==> src/rtl/node_inject_queue.sv <==
// node_inject_queue: host-side injection stage feeding a oneDimensionalNode.
// Filters illegal destinations, optionally stamps the source field, buffers
// legal words in a FIFO and launches each as a single-cycle CS pulse with a
// guaranteed idle gap afterwards (the node cannot push back).
module node_inject_queue #(
  parameter logic [2:0] NODE_IP    = 3'b000,
  parameter int         NUM_NODES  = 5,
  parameter int         DEPTH      = 8,
  parameter int         GAP_CYCLES = 0,
  parameter bit         STAMP_SRC  = 1'b1
) (
  input  logic                   shiftInCLK,
  input  logic                   reset,
  input  logic [31:0]            hostData,
  input  logic                   hostWrite,
  input  logic                   injEnable,
  output logic                   hostFull,
  output logic [$clog2(DEPTH):0] hostCount,
  output logic [31:0]            injData,
  output logic                   injCS,
  output logic [7:0]             dropCount,
  output logic                   dropPulse,
  output logic                   ovfSticky
);

  localparam int AW = $clog2(DEPTH);
  // gapCnt only ever holds GAP_CYCLES-1
  localparam int GW = (GAP_CYCLES > 1) ? $clog2(GAP_CYCLES) : 1;

  typedef enum logic [1:0] {Idle, Send, Gap} stateT;

  stateT         state;
  logic [GW-1:0] gapCnt;
  logic [31:0]   mem [DEPTH];
  logic [AW-1:0] wrPtr, rdPtr;
  logic [AW:0]   countNext;
  logic [2:0]    dest;
  logic          illegal, pushOk, popOk;
  logic [31:0]   stamped;

  assign dest    = hostData[31:29];
  assign illegal = (dest == NODE_IP) || (32'(dest) >= 32'(NUM_NODES));
  // A full queue rejects even when a pop happens on the same edge.
  assign pushOk  = hostWrite && !illegal && !hostFull;
  assign popOk   = (state == Idle) && (hostCount != '0) && injEnable;
  assign stamped = {hostData[31:29], STAMP_SRC ? NODE_IP : hostData[28:26], hostData[25:0]};

  // Next occupancy: simultaneous push and pop cancel out.
  always_comb begin
    countNext = hostCount;
    if (pushOk && !popOk)      countNext = hostCount + 1'b1;
    else if (!pushOk && popOk) countNext = hostCount - 1'b1;
  end

  // FIFO storage; no reset needed since pointers define validity.
  always_ff @(posedge shiftInCLK) begin
    if (!reset && pushOk) mem[wrPtr] <= stamped;
  end

  // Pointers, occupancy, filter statistics and overflow flag.
  always_ff @(posedge shiftInCLK) begin
    if (reset) begin
      wrPtr     <= '0;
      rdPtr     <= '0;
      hostCount <= '0;
      hostFull  <= 1'b0;
      dropCount <= 8'd0;
      dropPulse <= 1'b0;
      ovfSticky <= 1'b0;
    end else begin
      if (pushOk) wrPtr <= wrPtr + 1'b1;
      if (popOk)  rdPtr <= rdPtr + 1'b1;
      hostCount <= countNext;
      hostFull  <= (32'(countNext) == 32'(DEPTH));
      dropPulse <= hostWrite && illegal;
      if (hostWrite && illegal && dropCount != 8'hFF) dropCount <= dropCount + 8'd1;
      if (hostWrite && !illegal && hostFull) ovfSticky <= 1'b1;
    end
  end

  // Injection sequencer: launch pulse, drop it, then hold off for the gap.
  always_ff @(posedge shiftInCLK) begin
    if (reset) begin
      state   <= Idle;
      gapCnt  <= '0;
      injCS   <= 1'b0;
      injData <= 32'd0;
    end else begin
      case (state)
        Idle: begin
          if (popOk) begin
            injData <= mem[rdPtr];
            injCS   <= 1'b1;
            state   <= Send;
          end
        end
        Send: begin
          injCS <= 1'b0;
          if (GAP_CYCLES == 0) begin
            state <= Idle;
          end else begin
            gapCnt <= GW'(GAP_CYCLES - 1);
            state  <= Gap;
          end
        end
        Gap: begin
          if (gapCnt == '0) state  <= Idle;
          else              gapCnt <= gapCnt - 1'b1;
        end
        default: state <= Idle;
      endcase
    end
  end

endmodule

==> config.mk <==
export PLATFORM = sky130hd
export DESIGN_NAME = node_inject_queue
export DESIGN_NICKNAME = d
export VERILOG_FILES = /design/src/rtl/node_inject_queue.sv
export SDC_FILE = /design/constraint.sdc
export NUM_CORES = 1
export LEC_CHECK = 0
export ABC_CLOCK_PERIOD_IN_PS = 12700
export BUFFER_PORTS_ARGS = -buffer_cell sky130_fd_sc_hd__buf_2
export CORE_MARGIN = 3
export CORE_UTILIZATION = 53
export DETAILED_ROUTE_END_ITERATION = 10
export GPL_ROUTABILITY_DRIVEN = 0
export PLACE_DENSITY_LB_ADDON = 0.08
export SYNTH_ARGS = -nofsm -noshare
export SYNTH_HDL_FRONTEND = slang
export SYNTH_SLANG_ARGS = --single-unit
==> constraint.sdc <==
create_clock -name shiftInCLK -period 12.7 [get_ports shiftInCLK]
set_clock_uncertainty 0.1 [all_clocks]
set_input_delay 1.27 -clock shiftInCLK [delete_from_list [all_inputs] [get_ports shiftInCLK]]
set_output_delay 1.27 -clock shiftInCLK [all_outputs]
set_load 0.02 [all_outputs]
Word-level counts from Yosys, hierarchy flattened
Memories as Yosys holds them, arrays and structs flattened. A register that Yosys moved wholly into a read port is not among the register bits. Cells that the tools add are included.

Bits in registers: 57. Memory bits (writable): 232. Input port bits: 36. Output and inout port bits: 48. Memories kept: 1.

Memories: mem (depth 8, bits a word 29, rd ports 1, clocked after Yosys merged registers in 1, write ports 1, line 34) `logic [31:0] mem [DEPTH];`.

Add/sub/neg operators: 6. Magnitude comparators: 1. Equal/unequal tests: 6. Muxes and demuxes: 10. Reductions and logical operators: 23.

Operator list (number): $logic_and 1x1->1 (10); $add 8x1->8 const B (1); $mux 4 (2); $ne 8x8->1 const B (1); $add 3x1->3 const B (2); $reduce_and 2->1 (3); $logic_not 1->1 (5); $add 4x1->4 const B (1); $eq 4x4->1 const B (1); $mux 1 (4); $mux 2 (2); $ne 2x2->1 const B (2); $pmux 2 s2 (1); $reduce_bool 4->1 (1); $sub 4x1->4 const B (1); $ge 3x3->1 const B (1); $logic_not 3->1 (1); $eq 2x1->1 const B (1); $eq 2x2->1 const B (1); $logic_not 2->1 (1); $pmux 1 s2 (1); $reduce_bool 2->1 (1); $logic_or 1x1->1 (1); $sub 1x1->1 const B (1).

Depth between registers and ports, before layout
Word-level depth: 10. Depth in mapped cells: 7. Gate-level depth less buffers: 7.

Worst setup path before layout
Ideal clock, no wire load.

Path type: input -> register. From: input port hostData[30]. To: memory mem[0][0] (netlist bit) (enable). Library setup time: 0.488 ns. Arrival time: 4.922 ns. Path slack: 7.189 ns. Stages on the path: 4. Cell sequence: o21a_2 -> nor3_4 -> or2b_1 -> nor4_1.

Longest elaborated chain between the ends: 8.

RTL lines: from (decl) (line 14) `input logic [31:0] hostData,`; $ge 3x3->1 / $logic_not 3->1 (equally long branches) (line 42) `assign illegal = (dest == NODE_IP) || (32'(dest) >= 32'(NUM_NODES));`; $logic_or 1x1->1 * (line 42); $logic_not 1->1 * (line 44) `assign pushOk = hostWrite && !illegal && !hostFull;`; $logic_and 1x1->1 * (2 in series) (line 44); $logic_and 1x1->1 * (line 57) `if (!reset && pushOk) mem[wrPtr] <= stamped;`; $mux 1 * (line 57); $mux 1 (implied by the code) * (line 57); to (decl) (line 34).

Mark *: on every way between the ends. The rest lies on a longest branch, timed or not.

Worst setup path after layout
From: input port hostData[29]. To: memory mem[4][25] (netlist bit) (enable).

Same word-level chain as after synthesis.

==> qor.csv <==
stage,metric,value,unit
run_status,status,completed,
clocking,clk_pin_slew,0.06,ns
clocking,post_cts_resized,0,
placed_design,dp_slack,8.28,ns
synthesis,postSynthAreaPerCell,19.0,sq um
timing,timing.final.ws_setup,8.86,ns
timing,min_period,3.84,ns
worst_setup_path,cp.required,12.78,ns
clocking,cts_tree,built,
routing,wl,20.4,mm
worst_setup_path,crit_chain,buf_2 -> o21a_2 -> nor3_4 -> nand2_1 -> nor4_2 -> buf_4,
timing,tightest_slew,1.23,ns
timing,drv_slew,0,
clocking,cts.sinks,283,
pwr,totalPowerFinal,2.41,mW
synthesis,yosys_most_used_dff,edfxtp_1,
pwr,ir_drop,123,uV
floorplan,std_cell_rows,51,
timing,hold_viol_final,0,
worst_setup_path,crit_end,mem[4][25],
worst_setup_path,cp_max_fo,23,
placed_design,io_buffers,77,
cells_and_area,drive_gt1_frac,0.304,
clocking,postCtsSetupRepairBufs,0,
timing,relSlewSlack,0.172,
job,cap_violations,0,
worst_setup_path,arrival,3.92,ns
worst_setup_path,startpoint,hostData[29],
floorplan,initial_core_util,0.546,
worst_setup_path,critical-path-top-delay-family,simple AND/OR/NAND/NOR gates,
worst_setup_path,worstSetupPathType,input pin to flip-flop,
cells_and_area,syn2layout_area_growth,15.5,%
synthesis,yosysTopAreaCell,edfxtp_1,
clocking,htreeDepth,1,
synthesis,synth_cells,567,
synthesis,synth.cell_area,0.0108,sq mm
worst_setup_path,worst_r2r_startpoint,hostFull,
clocking,cts_buffers,28,
global_route,grt_usage,0.188,
clocking,clk_latency,0.52,ns
pwr,p_per_area,194,mW/mm^2
cells_and_area,fin_nets,696,
cells_and_area,diodes,0,
global_route,grt_pass1_vias,5540,
routing,vias,5362,
min_path,hp-class,flip-flop to flip-flop,
worst_setup_path,cp-end-kind,flip-flop,
worst_setup_path,cp-start-kind,input pin,
routing,dr.pass1.iters,5,
synthesis,synth.distinct_cells,40,
synthesis,yosysTopAreaCellShare,0.648,
floorplan,core,0.0197,sq mm
worst_setup_path,path_buf_inv,2,
synthesis,yosysMostFrequentCell,edfxtp_1,
worst_setup_path,r2r_end,mem[4][25],
placed_design,hpwl,11.4,mm
routing,wl_per_cell,21.7,um
worst_setup_path,r2r_slack,9.58,ns
routing,drc,0,
synthesis,synth_edf_count,232,
global_route,antenna_found_initial,0,
worst_setup_path,crit_cells,6,
routing,drt_iter0_drc,317,
floorplan,die_area,0.0220,sq mm
timing,rsz0062_at_grt,false,
routing,ant_nets,0,
pwr,p_leak,4.04,nW
global_route,grt_max_degree,65,
clocking,cts_hold_buf,0,
global_route,overflow,0,
clocking,cts_buffer_depth,3,
timing,finalCritPeriodShare,0.303,
clocking,root_buffer,clkbuf_16,
floorplan,die_w,148,um
worst_setup_path,crit_slowest_cell,nor4_2,
global_route,grt_pass1_wl,31.6,mm
min_path,hold_path_depth,2,
synthesis,async_flop_share,0,
worst_setup_path,cp_slowest_stage_delay,0.99,ns
synthesis,ys_seq_area_frac,0.742,
cells_and_area,regArea,0.00799,sq mm
timing,setup_tns,0,ns
synthesis,ys_seq_elements,283,
floorplan,io_pins,84,
cells_and_area,nFillCells,1417,
synthesis,synth.area.top_cells,"edfxtp_1 65%, mux4_2 12%, dfxtp_1 9.5%, mux2i_1 3.2%, a211oi_1 2.0%",
worst_setup_path,reg2reg_depth,5,
floorplan,die_y,148,um
timing,fmax,0.260,GHz
min_path,hold_path.startpoint,ovfSticky,
timing,finalSetupViolations,0,
synthesis,yosys_warnings,0,
cells_and_area,multi_input_area,0.00268,sq mm
synthesis,yosys-top-cells-count,"232 x edfxtp_1, 58 x mux4_2, 56 x nor2_1",
routing,viasPerCell,5.69,
-- power by group --
| group | total [mW] | internal, mW | switching (mW) |
|---|---|---|---|
| registers | 1.12 | 1.06 | 0.0596 |
| logic | 0.483 | 0.229 | 0.254 |
| clock network | 0.808 | 0.492 | 0.315 |
| total | 2.41 | 1.78 | 0.629 |
-- worst reg2reg max path, cell delays in order, from the launching register on --
cell and delay [ns]:
dfxtp_1 0.31, nand2b_1 0.21, nor3_4 0.32, nand2_1 0.30, nor4_2 0.99, buf_4 0.53
-- per-stage QoR --
| step | instance area, sq um | util | hold slack (ns) | instances |
|---|---|---|---|---|
| 6_report | 12400 | 0.630 | 0.389 | 942 |
| 5_1_grt | 12400 | 0.630 | 0.419 | 942 |
| 4_1_cts | 12400 | 0.630 | 0.386 | 942 |
| 3_5_place_dp | 11500 | 0.583 | 0.372 | 890 |
| 3_3_place_gp | 11500 | 0.583 | 0.342 | 890 |
| 2_1_floorplan | 10800 | - | 0.395 | 569 |
-- state kept, by name (all words and copies together) (netlist names) --
signal	cells
hostCount	4
injCS	1
dropCount	8
dropPulse	1
wrPtr	3
hostFull	1
rdPtr	3
injData	29
mem	232
ovfSticky	1
-- area by class of cell --
| class | instances | share of cell area |
|---|---|---|
| inverter | 4 | 0.00121 |
| tap | 265 | 0.0267 |
| sequential | 283 | 0.644 |
| multi-input combinational | 249 | 0.216 |
| clock inverter | 8 | 0.00695 |
| timing repair buffer | 89 | 0.0383 |
| clock buffer | 44 | 0.0678 |
-- cell usage in the layout (no fill, tap or decap), drive strengths merged, types with 3 or more instances in the layout --
cell,synthesis,routed
nand2b,3,3
clkinv,0,6
nor2,56,56
a211oi,29,29
xor2,3,3
mux2i,34,34
nand3,4,4
mux4,58,58
xnor2,8,8
dfxtp,51,51
buf,16,89
inv,4,4
edfxtp,232,232
nor3,8,8
a21oi,3,3
conb,1,3
clkbuf,17,44
nand2,10,10
nand3b,3,3
ha,5,5
-- how the worst min path moves through the flow --
| stage | slack [ns] | to |
|---|---|---|
| detailed placement | 0.37 | ovfSticky |
| floorplan | 0.40 | wrPtr[2] |
| CTS | 0.39 | ovfSticky |
| global route | 0.42 | ovfSticky |
| global placement | 0.34 | ovfSticky |
| finish | 0.39 | ovfSticky |
-- routing by layer --
layer | part of all wire | global-route usage | vias to the layer above | wire (um)
li1 | - | - | 2445 | -
met1 | 0.43 | 0.266 | 2749 | 8690
met2 | 0.50 | 0.318 | 146 | 10300
met3 | 0.056 | 0.0305 | 22 | 1150
met4 | 0.015 | 0.0388 | 0 | 300
met5 | 0 | 0 | - | 0
-- logic make-up after synthesis --
logic type	Yosys count	synth area share
AO/OA/AOI/OAI	40	0.0287
XOR/XNOR	12	0.0110
adder cells (fa/ha/maj)	5	0.00581
buffers and inverters	37	0.0155
flip-flops	283	0.742
multiplexers	93	0.154
other	1	0.000349
AND/OR/NAND/NOR	96	0.0421
Power figures use the tool's default switching activity.
